[config.mk]
export PLATFORM = sky130hd
export DESIGN_NAME = stopwatch_ctrl
export DESIGN_NICKNAME = d
export VERILOG_FILES = /design/src/rtl/stopwatch_ctrl.sv
export SDC_FILE = /design/constraint.sdc
export NUM_CORES = 1
export LEC_CHECK = 0
export ABC_AREA = 0
export ABC_CLOCK_PERIOD_IN_PS = 2300
export CAP_MARGIN = 25
export CORE_AREA = 8 8 138 153
export DETAILED_ROUTE_END_ITERATION = 10
export DIE_AREA = 0 0 146 161
export SYNTH_ARGS = -nofsm -noshare
export SYNTH_HDL_FRONTEND = slang
export SYNTH_SLANG_ARGS = --single-unit
[constraint.sdc]
create_clock -name clk -period 2.3 [get_ports clk]
set_clock_uncertainty 0.1 [all_clocks]
set_input_delay 0.46 -clock clk [delete_from_list [all_inputs] [get_ports clk]]
set_output_delay 0.46 -clock clk [all_outputs]
set_load 0.02 [all_outputs]
[src/rtl/stopwatch_ctrl.sv]
`default_nettype none
// ---------------------------------------------------------------------------
// stopwatch_ctrl : start/stop/lap/clear control FSM with mm:ss.cc BCD timebase
// Rev 1.0
// ---------------------------------------------------------------------------
module stopwatch_ctrl #(
  parameter int MAX_MIN = 59
) (
  input  logic        clk,
  input  logic        rst_n,
  input  logic        tick,
  input  logic        btn_ss,
  input  logic        btn_lap,
  input  logic        btn_clr,
  output logic        running,
  output logic        lap_active,
  output logic        overflow,
  output logic [23:0] disp_bcd
);

  localparam logic [3:0] C_MAX_M10 = 4'(MAX_MIN / 10);
  localparam logic [3:0] C_MAX_M1  = 4'(MAX_MIN % 10);
  localparam logic [23:0] C_MAX_CNT = {C_MAX_M10, C_MAX_M1, 4'd5, 4'd9, 4'd9, 4'd9};

  typedef enum logic [1:0] {
    S_IDLE  = 2'd0,
    S_RUN   = 2'd1,
    S_LAP   = 2'd2,
    S_PAUSE = 2'd3
  } state_t;

  state_t      r_state;
  logic [23:0] r_live;
  logic [23:0] r_snap;
  logic        r_prev_ss;
  logic        r_prev_lap;
  logic        r_prev_clr;

  logic        w_p_ss;
  logic        w_p_lap;
  logic        w_p_clr;
  logic        w_cnt_en;
  logic        w_at_max;
  logic [23:0] w_live_inc;
  logic [23:0] w_live_step;

  assign w_p_ss   = btn_ss  & ~r_prev_ss;
  assign w_p_lap  = btn_lap & ~r_prev_lap;
  assign w_p_clr  = btn_clr & ~r_prev_clr;
  assign w_cnt_en = tick && ((r_state == S_RUN) || (r_state == S_LAP));
  assign w_at_max = (r_live == C_MAX_CNT);

  // Ripple-carry BCD increment: c1, c10, s1, s10 (0-5), m1, m10
  always_comb begin
    w_live_inc        = r_live;
    w_live_inc[3:0]   = r_live[3:0] + 4'd1;
    if (r_live[3:0] == 4'd9) begin
      w_live_inc[3:0] = 4'd0;
      w_live_inc[7:4] = r_live[7:4] + 4'd1;
      if (r_live[7:4] == 4'd9) begin
        w_live_inc[7:4]   = 4'd0;
        w_live_inc[11:8]  = r_live[11:8] + 4'd1;
        if (r_live[11:8] == 4'd9) begin
          w_live_inc[11:8]  = 4'd0;
          w_live_inc[15:12] = r_live[15:12] + 4'd1;
          if (r_live[15:12] == 4'd5) begin
            w_live_inc[15:12] = 4'd0;
            w_live_inc[19:16] = r_live[19:16] + 4'd1;
            if (r_live[19:16] == 4'd9) begin
              w_live_inc[19:16] = 4'd0;
              w_live_inc[23:20] = r_live[23:20] + 4'd1;
            end
          end
        end
      end
    end
  end

  assign w_live_step = w_cnt_en ? w_live_inc : r_live;

  // Outputs are assigned alongside each transition so they always track the next state
  always_ff @(posedge clk) begin
    if (!rst_n) begin
      r_state    <= S_IDLE;
      r_live     <= 24'h000000;
      r_snap     <= 24'h000000;
      r_prev_ss  <= 1'b1;
      r_prev_lap <= 1'b1;
      r_prev_clr <= 1'b1;
      overflow   <= 1'b0;
      running    <= 1'b0;
      lap_active <= 1'b0;
      disp_bcd   <= 24'h000000;
    end else begin
      r_prev_ss  <= btn_ss;
      r_prev_lap <= btn_lap;
      r_prev_clr <= btn_clr;

      if (w_cnt_en && w_at_max) begin
        // Saturate: hold the count, flag it and stop, overriding any press
        overflow   <= 1'b1;
        r_state    <= S_PAUSE;
        running    <= 1'b0;
        lap_active <= 1'b0;
        disp_bcd   <= r_live;
      end else begin
        case (r_state)
          S_IDLE: begin
            disp_bcd <= r_live;
            if (w_p_ss) begin
              r_state <= S_RUN;
              running <= 1'b1;
            end
          end
          S_RUN: begin
            r_live <= w_live_step;
            if (w_p_ss) begin
              r_state  <= S_PAUSE;
              running  <= 1'b0;
              disp_bcd <= w_live_step;
            end else if (w_p_lap) begin
              r_state    <= S_LAP;
              r_snap     <= r_live;
              lap_active <= 1'b1;
              disp_bcd   <= r_live;
            end else begin
              disp_bcd <= w_live_step;
            end
          end
          S_LAP: begin
            r_live <= w_live_step;
            if (w_p_ss) begin
              r_state    <= S_PAUSE;
              running    <= 1'b0;
              lap_active <= 1'b0;
              disp_bcd   <= w_live_step;
            end else if (w_p_lap) begin
              r_state    <= S_RUN;
              lap_active <= 1'b0;
              disp_bcd   <= w_live_step;
            end else begin
              disp_bcd <= r_snap;
            end
          end
          S_PAUSE: begin
            if (w_p_clr) begin
              r_state  <= S_IDLE;
              r_live   <= 24'h000000;
              r_snap   <= 24'h000000;
              overflow <= 1'b0;
              disp_bcd <= 24'h000000;
            end else if (w_p_ss && !overflow) begin
              r_state  <= S_RUN;
              running  <= 1'b1;
              disp_bcd <= r_live;
            end else begin
              disp_bcd <= r_live;
            end
          end
          default: begin
            r_state    <= S_IDLE;
            running    <= 1'b0;
            lap_active <= 1'b0;
            disp_bcd   <= r_live;
          end
        endcase
      end
    end
  end

endmodule
`default_nettype wire

==> impl_metrics.csv, run 1 <==
group,metric,value,unit
placement,routabilityCongestion,0.877,
sta,final-hold-violation-count,0,
clock_tree,cts_buffer_depth,2,
pwr,pwr-share-comb,38.4,%
placement,dp_hpwl,11800,um
drt,drt_iter0_drc,442,
die,io_pins,33,
worst_setup_path,end_kind,"flip-flop",
pwr,peakVddDrop,0.412,mV
pwr,p_seq_share,29.9,%
synth,yosysUniqueCellTypes,71,
worst_setup_path,crit_path_cell_trace,"inv_1 > ha_1 > nand3b_1 > nor3_1 > a211oi_4 > nor2_1 > buf_4 > a221o_1",
synth,synthFlopType,"dfxtp_1",
clock_tree,h-tree-depth,3,
drt,final_antenna_net_count,0,
layout,num-nets-final,674,
drt,wl_per_cell,17.5,um
grt,grt_pass1_vias,4514,
synth,ys_ff_latch,80,
worst_setup_path,path_buf_inv,2,
layout,num-fill-cells,1955,
layout,area_delta_synth_final,38.4,%
worst_setup_path,cp_slowest_cell,"a211oi_4",
grt,grt_overflow,0,
pwr,power_leakage,2.31,nW
layout,final_cell_mix,"124 x buf_4, 80 x dfxtp_1, 47 x a21oi_1",
worst_setup_path,critical_path_class,"flip-flop to flip-flop",
drt,dr.pass1.iters,5,
clock_tree,numClockSinks,80,
synth,syn_avg_cell_area,8.50,um^2
pwr,switching_share,34.4,%
outcome,outcome,"finished clean",
pwr,p_per_area,770,nW/um^2
worst_setup_path,cpPeakStageDelay,0.40,ns
sta,relSlewSlack,62.1,%
synth,synth.top_cell.area_share,35.3,%
clock_tree,insertion_delay,0.35,ns
synth,yosysTopAreaCell,"dfxtp_1",
grt,grt_max_degree,21,
sta,timing.fmax,449,MHz
sta,period_share,96.9,%
layout,multi_input_comb_area,2660,um^2
synth,seq_area_frac_synth,35.3,%
min_path,hp-class,"flip-flop to flip-flop",
clock_tree,cts_tree,"yes",
die,die_width,146,um
placement,port_buffers,32,
synth,synthArstFlopShare,0,%
die,core,18700,um^2
clock_tree,cts_root_buf,"clkbuf_16",
sta,slew_violations,0,
die,die_h,161,um
synth,yosys_warnings,0,
drt,drt_wl_total,15800,um
worst_setup_path,crit_required,2.43,ns
sta,setup_viol,0,
die,fp.dieArea,23500,um^2
grt,antenna_found_initial,0,
worst_setup_path,path_max_fanout,9,
synth,synth_area_leaders,"dfxtp_1 35%, a21oi_1 5.3%, o21ai_0 4.9%, ha_1 3.9%, nand4b_1 2.9%",
placement,post-place-ws,-0.390,ns
drt,avgViaCountPerCell,5.21,
clock_tree,cts_buffers,9,
pwr,switchingPower,0.00166,W
die,row_count,53,
synth,syn-instance-count,533,
synth,synth_edf_count,0,
synth,synth_nets,553,
worst_setup_path,cp_top_family,"compound AO/OA/AOI/OAI gates",
sta,setup_slack,0.0719,ns
synth,syn_area,4530,um^2
sta,fin_crit,2.23,ns
sta,fin_setup_tns,0,ns
layout,antennaDiodeCount,0,
pwr,intPower,0.00317,W
drt,post-route-drc-count,0,
worst_setup_path,cp.arrival,2.36,ns
worst_setup_path,start_kind,"flip-flop",
grt,grtUsageTotal,13.5,%
drt,vias,4718,
grt,grt_pass1_wl,25000,um
layout,final_common_cell,"buf_4",
pwr,p_clk_share,31.6,%
die,start_util,24.2,%
layout,drive_gt1_share,25.8,%
layout,seq_area,1600,um^2
clock_tree,clkTransAtPathRegs,0.06,ns
job,maxCapViolCount,0,
sta,worst_slew_pin_slew,0.569,ns
worst paths after layout:
path              startpoint           end  slack [ns]  cells after the start
hold / removal     r_snap[1]     r_snap[1]        0.37                      2
setup / recovery  r_live[13]  disp_bcd[15]        0.07                      8
hold reg to reg    r_snap[1]     r_snap[1]        0.37                      2
setup reg to reg  r_live[13]  disp_bcd[15]        0.07                      8
cell type report:
| class | count | area share [%] |
|---|---|---|
| tap | 247 | 4.93 |
| clock buffer | 9 | 3.59 |
| inverter | 15 | 0.898 |
| multi-input combinational | 388 | 42.4 |
| clock inverter | 6 | 1.36 |
| timing repair buffer | 160 | 21.2 |
| sequential | 80 | 25.5 |
cell usage after synthesis (7+ instances only):
cell / count
inv_1: 15
nor2_1: 20
o22ai_1: 9
nand4b_1: 15
or3_1: 8
ha_1: 14
a31oi_1: 8
dfxtp_1: 80
nand3_1: 16
a22oi_1: 10
a221o_1: 8
buf_2: 17
a21oi_1: 48
nand2b_1: 7
or4_1: 13
nor3_1: 11
buf_6: 7
o21ai_0: 44
nand2_1: 33
clkbuf_1: 23
o2bb2ai_1: 9
sequential cells by signal (all words and copies together) (netlist names):
name and cells:
r_prev_lap 1, lap_active 1, r_snap 24, disp_bcd 24, r_prev_clr 1, r_state 2, running 1, overflow 1
r_live 24, r_prev_ss 1
stage by stage:
step | cells | hold slack (ns) | cell area [um^2] | util [%] | power, W
final | 905 | 0.370 | 6270 | 33.5 | 0.00483
after global routing | 905 | 0.399 | 6270 | 33.5 | 0.00502
after CTS | 902 | 0.370 | 6200 | 33.2 | 0.00478
after detailed placement | 887 | 0.360 | 5890 | 31.5 | 0.00323
after global placement | 887 | 0.356 | 5890 | 31.5 | 0.00324
after floorplan | 533 | 0.331 | 4530 | - | 0.00227
worst min-delay path: stages (launching register included):
cell	delay (ns)
dfxtp_1	0.30
o21ai_0	0.06
a21oi_1	0.06
timing repair:
item,CTS,global route
setup buffers,0,3
pin swaps,0,3
endpoints found under the setup margin,9,47
hold buffers,0,0
gates resized for setup,2,12
cell families after synthesis:
family                   share of synthesized area, %
adder cells (fa/ha/maj)                          3.87
multiplexers                                    0.939
flip-flops                                       35.3
AO/OA/AOI/OAI                                    28.9
AND/OR/NAND/NOR                                  23.8
buffers and inverters                            7.12
routing by layer:
metal	routed length (um)	GRT usage, %
met1	6910	16.9
met4	356	4.74
met5	0	0
met3	1060	2.94
met2	7520	22.4
power groups by stage:
stage	combinational (W)	sequential [W]	clock, W
5_1_grt	0.00196	0.00145	0.00162
2_1_floorplan	0.000759	0.00151	0
6_report	0.00186	0.00144	0.00153
4_1_cts	0.00178	0.00144	0.00156
3_5_place_dp	0.00175	0.00148	0
3_3_place_gp	0.00176	0.00147	0
Power figures use the tool's default switching activity.
==> run 2, diff against run 1 <==
SKIP_LAST_GASP = 1   (was not set)
==> results of run 2 <==
No change in the layout: final DEF, timing and power equal those of run 1.
